==> src/rtl/alu_arbiter_seq.sv <==
// ============================================================================
// Module      : alu_arbiter_seq
// Description : Round-robin sharing of one 32-bit ALU between two requesters,
//               with opcode-dependent settle time and a valid/ready response.
//               Optional divide-by-zero short-cut: define ALU_DIV0_CHECK_EN.
// Revision    : 1.0 - initial release
// ============================================================================
`default_nettype none

module alu_arbiter_seq #(
  parameter int SHORT_CYC = 1,
  parameter int LONG_CYC  = 4,
  parameter int MUL_OP    = 10,
  parameter int DIV_OP    = 11
) (
  input  logic        clock,
  input  logic        clear,
  input  logic        req0_valid,
  output logic        req0_ready,
  input  logic [4:0]  req0_op,
  input  logic [31:0] req0_a,
  input  logic [31:0] req0_b,
  input  logic        req1_valid,
  output logic        req1_ready,
  input  logic [4:0]  req1_op,
  input  logic [31:0] req1_a,
  input  logic [31:0] req1_b,
  output logic [4:0]  alu_op,
  output logic [31:0] alu_a,
  output logic [31:0] alu_b,
  input  logic [63:0] alu_result,
  output logic        rsp_valid,
  input  logic        rsp_ready,
  output logic        rsp_id,
  output logic [31:0] rsp_hi,
  output logic [31:0] rsp_lo,
  output logic        rsp_err,
  output logic        busy
);

  localparam int c_max_cyc = (LONG_CYC > SHORT_CYC) ? LONG_CYC : SHORT_CYC;
  localparam int c_cnt_w   = $clog2(c_max_cyc + 1);

  localparam logic [c_cnt_w-1:0] c_short = c_cnt_w'(SHORT_CYC);
  localparam logic [c_cnt_w-1:0] c_long  = c_cnt_w'(LONG_CYC);
  localparam logic [c_cnt_w-1:0] c_one   = c_cnt_w'(1);
  localparam logic [4:0]         c_mul   = 5'(MUL_OP);
  localparam logic [4:0]         c_div   = 5'(DIV_OP);

  typedef enum logic [1:0] {
    ST_IDLE   = 2'd0,
    ST_SETTLE = 2'd1,
    ST_RESP   = 2'd2
  } state_t;

  state_t r_state;
  state_t w_state_next;

  logic [c_cnt_w-1:0] r_count;
  logic               r_last_grant;
  logic [4:0]         r_alu_op;
  logic [31:0]        r_alu_a;
  logic [31:0]        r_alu_b;
  logic               r_rsp_valid;
  logic               r_rsp_id;
  logic [31:0]        r_rsp_hi;
  logic [31:0]        r_rsp_lo;

  logic               w_ready0;
  logic               w_ready1;
  logic               w_accept;
  logic               w_grant;
  logic               w_settle_done;
  logic [4:0]         w_sel_op;
  logic [31:0]        w_sel_a;
  logic [31:0]        w_sel_b;
  logic [c_cnt_w-1:0] w_lat;

  assign w_sel_op = w_grant ? req1_op : req0_op;
  assign w_sel_a  = w_grant ? req1_a  : req0_a;
  assign w_sel_b  = w_grant ? req1_b  : req0_b;
  assign w_lat    = ((w_sel_op == c_mul) || (w_sel_op == c_div)) ? c_long : c_short;

  assign w_settle_done = (r_state == ST_SETTLE) && (r_count <= c_one);

  // State register
  always_ff @(posedge clock or posedge clear) begin
    if (clear) begin
      r_state <= ST_IDLE;
    end else begin
      r_state <= w_state_next;
    end
  end

  // Next state and grant; ready is held low while clear is asserted
  always_comb begin
    w_state_next = r_state;
    w_ready0     = 1'b0;
    w_ready1     = 1'b0;
    w_accept     = 1'b0;
    w_grant      = 1'b0;
    case (r_state)
      ST_IDLE: begin
        if (!clear) begin
          if (req0_valid && (!req1_valid || r_last_grant)) begin
            w_ready0 = 1'b1;
          end else if (req1_valid) begin
            w_ready1 = 1'b1;
          end
        end
        w_accept = w_ready0 | w_ready1;
        w_grant  = w_ready1;
        if (w_accept) begin
          w_state_next = ST_SETTLE;
        end
      end
      ST_SETTLE: begin
        if (w_settle_done) begin
          w_state_next = ST_RESP;
        end
      end
      ST_RESP: begin
        if (rsp_ready) begin
          w_state_next = ST_IDLE;
        end
      end
      default: begin
        w_state_next = ST_IDLE;
      end
    endcase
  end

`ifdef ALU_DIV0_CHECK_EN
  logic r_rsp_err;
  logic r_div0;
  logic w_div0;

  assign w_div0  = (w_sel_op == c_div) && (w_sel_b == 32'd0);
  assign rsp_err = r_rsp_err;

  // A zero divisor spends a single cycle in flight and reports zero data
  always_ff @(posedge clock or posedge clear) begin
    if (clear) begin
      r_rsp_err <= 1'b0;
      r_div0    <= 1'b0;
    end else if (w_accept) begin
      r_rsp_err <= 1'b0;
      r_div0    <= w_div0;
    end else if (w_settle_done && r_div0) begin
      r_rsp_err <= 1'b1;
    end
  end
`else
  assign rsp_err = 1'b0;
`endif

  always_ff @(posedge clock or posedge clear) begin
    if (clear) begin
      r_count      <= '0;
      r_last_grant <= 1'b1;
      r_alu_op     <= 5'd0;
      r_alu_a      <= 32'd0;
      r_alu_b      <= 32'd0;
      r_rsp_valid  <= 1'b0;
      r_rsp_id     <= 1'b0;
      r_rsp_hi     <= 32'd0;
      r_rsp_lo     <= 32'd0;
    end else begin
      case (r_state)
        ST_IDLE: begin
          if (w_accept) begin
            r_alu_op     <= w_sel_op;
            r_alu_a      <= w_sel_a;
            r_alu_b      <= w_sel_b;
            r_rsp_id     <= w_grant;
            r_last_grant <= w_grant;
`ifdef ALU_DIV0_CHECK_EN
            r_count      <= w_div0 ? c_one : w_lat;
`else
            r_count      <= w_lat;
`endif
          end
        end
        ST_SETTLE: begin
          r_count <= r_count - c_one;
          if (w_settle_done) begin
            r_rsp_valid <= 1'b1;
`ifdef ALU_DIV0_CHECK_EN
            if (r_div0) begin
              r_rsp_hi <= 32'd0;
              r_rsp_lo <= 32'd0;
            end else begin
              r_rsp_hi <= alu_result[63:32];
              r_rsp_lo <= alu_result[31:0];
            end
`else
            r_rsp_hi <= alu_result[63:32];
            r_rsp_lo <= alu_result[31:0];
`endif
          end
        end
        ST_RESP: begin
          if (rsp_ready) begin
            r_rsp_valid <= 1'b0;
          end
        end
        default: begin
          r_rsp_valid <= 1'b0;
        end
      endcase
    end
  end

  assign req0_ready = w_ready0;
  assign req1_ready = w_ready1;
  assign alu_op     = r_alu_op;
  assign alu_a      = r_alu_a;
  assign alu_b      = r_alu_b;
  assign rsp_valid  = r_rsp_valid;
  assign rsp_id     = r_rsp_id;
  assign rsp_hi     = r_rsp_hi;
  assign rsp_lo     = r_rsp_lo;
  assign busy       = (r_state != ST_IDLE);

endmodule

`default_nettype wire

==> config.mk <==
export PLATFORM = sky130hd
export DESIGN_NAME = alu_arbiter_seq
export DESIGN_NICKNAME = d
export VERILOG_FILES = /design/src/rtl/alu_arbiter_seq.sv
export SDC_FILE = /design/constraint.sdc
export NUM_CORES = 1
export LEC_CHECK = 0
export CORE_AREA = 2 2 135 137
export CTS_CLUSTER_DIAMETER = 200
export DETAILED_ROUTE_END_ITERATION = 8
export DIE_AREA = 0 0 137 139
export PLACE_DENSITY = 0.83
export SLEW_MARGIN = 5
export SYNTH_ARGS = -nofsm -noshare
export SYNTH_HDL_FRONTEND = slang
export SYNTH_SLANG_ARGS = --single-unit
==> constraint.sdc <==
create_clock -name clock -period 5.9 [get_ports clock]
set_clock_uncertainty 0.05 [all_clocks]
set_input_delay 0.59 -clock clock [delete_from_list [all_inputs] [get_ports clock]]
set_output_delay 0.59 -clock clock [all_outputs]
set_load 0.05 [all_outputs]
==> impl_metrics.env <==
export IMPL_outcome="completed"
export IMPL_peakVddDrop_uv=378
export IMPL_rows=49
export IMPL_core_region_area_mm2=0.0177
export IMPL_drive_gt1_share_pct=13.6
export IMPL_port_buffers=344
export IMPL_max_slew_margin_pct=43.4
export IMPL_hold_buffers=0
export IMPL_cts_repair_resized=0
export IMPL_wl_um=17800
export IMPL_synthXorXnorAreaFrac_pct=0.153
export IMPL_syn_nets=695
export IMPL_nFillCells=1537
export IMPL_yosys_area_share_simple_pct=11.3
export IMPL_viasPerCell=4.66
export IMPL_cp_end_kind="output port"
export IMPL_regArea_mm2=0.00353
export IMPL_syn_inst=486
export IMPL_tightest_slew_ns=0.848
export IMPL_dieArea_mm2=0.0190
export IMPL_synthAdderAreaFrac_pct=0.439
export IMPL_cp_required_ns=5.26
export IMPL_synth_distinct_cells=33
export IMPL_hold_class="flop to flop"
export IMPL_slew_viol_final=0
export IMPL_die_w_um=137
export IMPL_tritoncts="yes"
export IMPL_grt_pass1_wl_um=27500
export IMPL_rsz0062_at_grt="false"
export IMPL_p_leak_nw=4.10
export IMPL_arrival_ns=2.52
export IMPL_dp_slack_ns=2.70
export IMPL_die_h_um=139
export IMPL_antenna_found_initial=1
export IMPL_syn_to_final_growth_pct=74.2
export IMPL_via_count=4974
export IMPL_insertion_delay_ns=0.40
export IMPL_finalSetupViolCount=0
export IMPL_synth_avg_cell_area_um2=11.7
export IMPL_powerDensity_mw_per_mm2=664
export IMPL_grt_pass1_vias=5163
export IMPL_cap_violations=0
export IMPL_fin_nets=1034
export IMPL_final_period_utilization_pct=53.5
export IMPL_post_cts_setup_buffer_count=0
export IMPL_drt_first_pass_iters=4
export IMPL_crit_type="input port to output port"
export IMPL_syn_cell_area_mm2=0.00571
export IMPL_cts_root_buf="clkbuf_16"
export IMPL_setup_ws_ns=2.74
export IMPL_multi_input_area_mm2=0.00196
export IMPL_synth_mux_area_share_pct=13.7
export IMPL_hpwlAfterDp_um=13200
export IMPL_period_minus_slack_ns=3.16
export IMPL_drcViolationCount=0
export IMPL_clk_pin_slew_ns=0.06
export IMPL_ios=346
export IMPL_numCtsBuffers=17
export IMPL_clock_path_buffers=2
export IMPL_antenna_left=0
export IMPL_start_kind="input port"
export IMPL_cts_sinks=141
export IMPL_synth_top_family_by_area="multiplexers"
export IMPL_fin_setup_tns_ns=0
export IMPL_gp_congestion=0.762
export IMPL_hold_viol_final=0
export IMPL_worstPathMaxFanout=5
export IMPL_synth_seq_cells=141
export IMPL_wl_per_cell_um=16.7
export IMPL_ys_warn_count=0
export IMPL_clock_fmax_mhz=317
export IMPL_synth_seq_area_share_pct=61.9
export IMPL_grt_max_degree=94
export IMPL_htree_num_levels=4
export IMPL_synth_compound_gate_area_share_pct=8.53
export IMPL_grt_usage_pct=18.8
export IMPL_start_util_pct=32.3
export IMPL_drt_iter0_drc=142
export IMPL_overflow=0
export IMPL_r2r_setup_slack_ns=3.42
[per-stage QoR]
step	cell area [um2]	instances	power, W	utilization (%)	hold WS, ns
3_5_place_dp	9290	1035	0.00548	52.6	0.430
2_1_floorplan	5710	486	0.00419	-	0.443
6_report	9940	1068	0.00660	56.3	0.437
5_1_grt	9940	1067	0.00691	56.3	0.458
3_3_place_gp	9290	1035	0.00541	52.6	0.414
4_1_cts	9940	1067	0.00667	56.3	0.444
[cell usage in the layout (no fill, tap or decap), types with 3 or more instances in the layout]
master / n
clkdlybuf4s50_1: 344
dfrtp_1: 140
nor2_1: 134
o22ai_1: 65
mux2_2: 64
clkbuf_16: 17
nand2_1: 10
o21ai_0: 6
mux2i_1: 6
buf_4: 6
inv_6: 4
bufinv_16: 4
inv_1: 3
clkinv_4: 3
[per-layer routing]
metal,routed length (um),track usage (%),vias to the layer above
li1,-,-,2373
met1,6950,21.7,2369
met2,8890,31.1,200
met3,1490,7.09,32
met4,501,7.43,0
met5,0,0,-
[power breakdown]
part / switching, W / total [W] / internal [W]
registers: 0.000265 / 0.00172 / 0.00145
logic: 0.00236 / 0.00371 / 0.00136
clock network: 0.000433 / 0.00116 / 0.000731
[worst paths after layout]
path | from | end | cells after the start
setup / recovery | clear | req1_ready | 5
hold / removal | alu_op[3] | alu_op[3] | 2
setup reg to reg | r_count[1] | rsp_hi[28] | 6
hold reg to reg | alu_op[3] | alu_op[3] | 2
max in group asynchronous | clear | alu_a[29] | 3
min in group asynchronous | clear | alu_b[31] | 2
[synthesized netlist by cell type]
cell        n  area share (%)
nand2b_2    1            0.15
buf_4       5            0.66
nor3_2      1            0.18
o21ai_0     6            0.53
xor2_1      1            0.15
nor3_1      2            0.18
mux2i_1     6             1.1
nand2_1    10            0.66
clkbuf_1    7            0.46
nor3b_1     1            0.13
mux2_2     64              13
dfrtp_1   140              61
dfstp_2     1            0.46
or2_2       2            0.22
o21ai_1     2            0.18
inv_1       4            0.26
o211a_1     1            0.18
nand3_2     1            0.18
nor3_4      1            0.29
inv_2       1           0.066
conb_1      1           0.066
o21a_1      2            0.26
o21ba_2     1            0.18
buf_6       1            0.20
ha_1        2            0.44
nor2_1    134             8.8
nor2b_1     1            0.11
buf_2      12             1.1
nand3_1     3            0.26
a21oi_1     1           0.088
nand2b_1    1            0.11
o22ai_1    65             7.1
buf_8       5             1.3
[critical path, cell delays in order]
cell,delay [ns]
clkdlybuf4s50_1,0.52
nor3_4,0.30
nand3_2,0.12
inv_2,0.16
clkdlybuf4s50_1,0.83
[registers in the layout, summed over array words and instances, names as in the netlist]
name	count
alu_a	32
alu_b	32
rsp_hi	32
rsp_lo	32
alu_op	5
r_count	3
r_state	2
r_last_grant	1
rsp_id	1
rsp_valid	1
[kinds of logic (layout without fill, tap and decap cells)]
group / Yosys count / after routing
AOI/OAI and AO/OA: 78 / 78
xor gates and xnor gates: 1 / 1
adders and majority gates: 2 / 2
buffers and inverters: 35 / 387
DFF: 141 / 141
muxes: 70 / 70
other: 1 / 2
and+or+nand+nor: 158 / 158
[final cells by class]
class                      count  area share, %
antenna                        1         0.0252
clock buffer                  18           4.42
clock inverter                14           2.09
inverter                       5          0.239
multi-input combinational    310           19.7
sequential                   141           35.5
tap                          229           2.88
timing repair buffer         350           35.1
No activity file was read; power rests on OpenSTA's default activity.
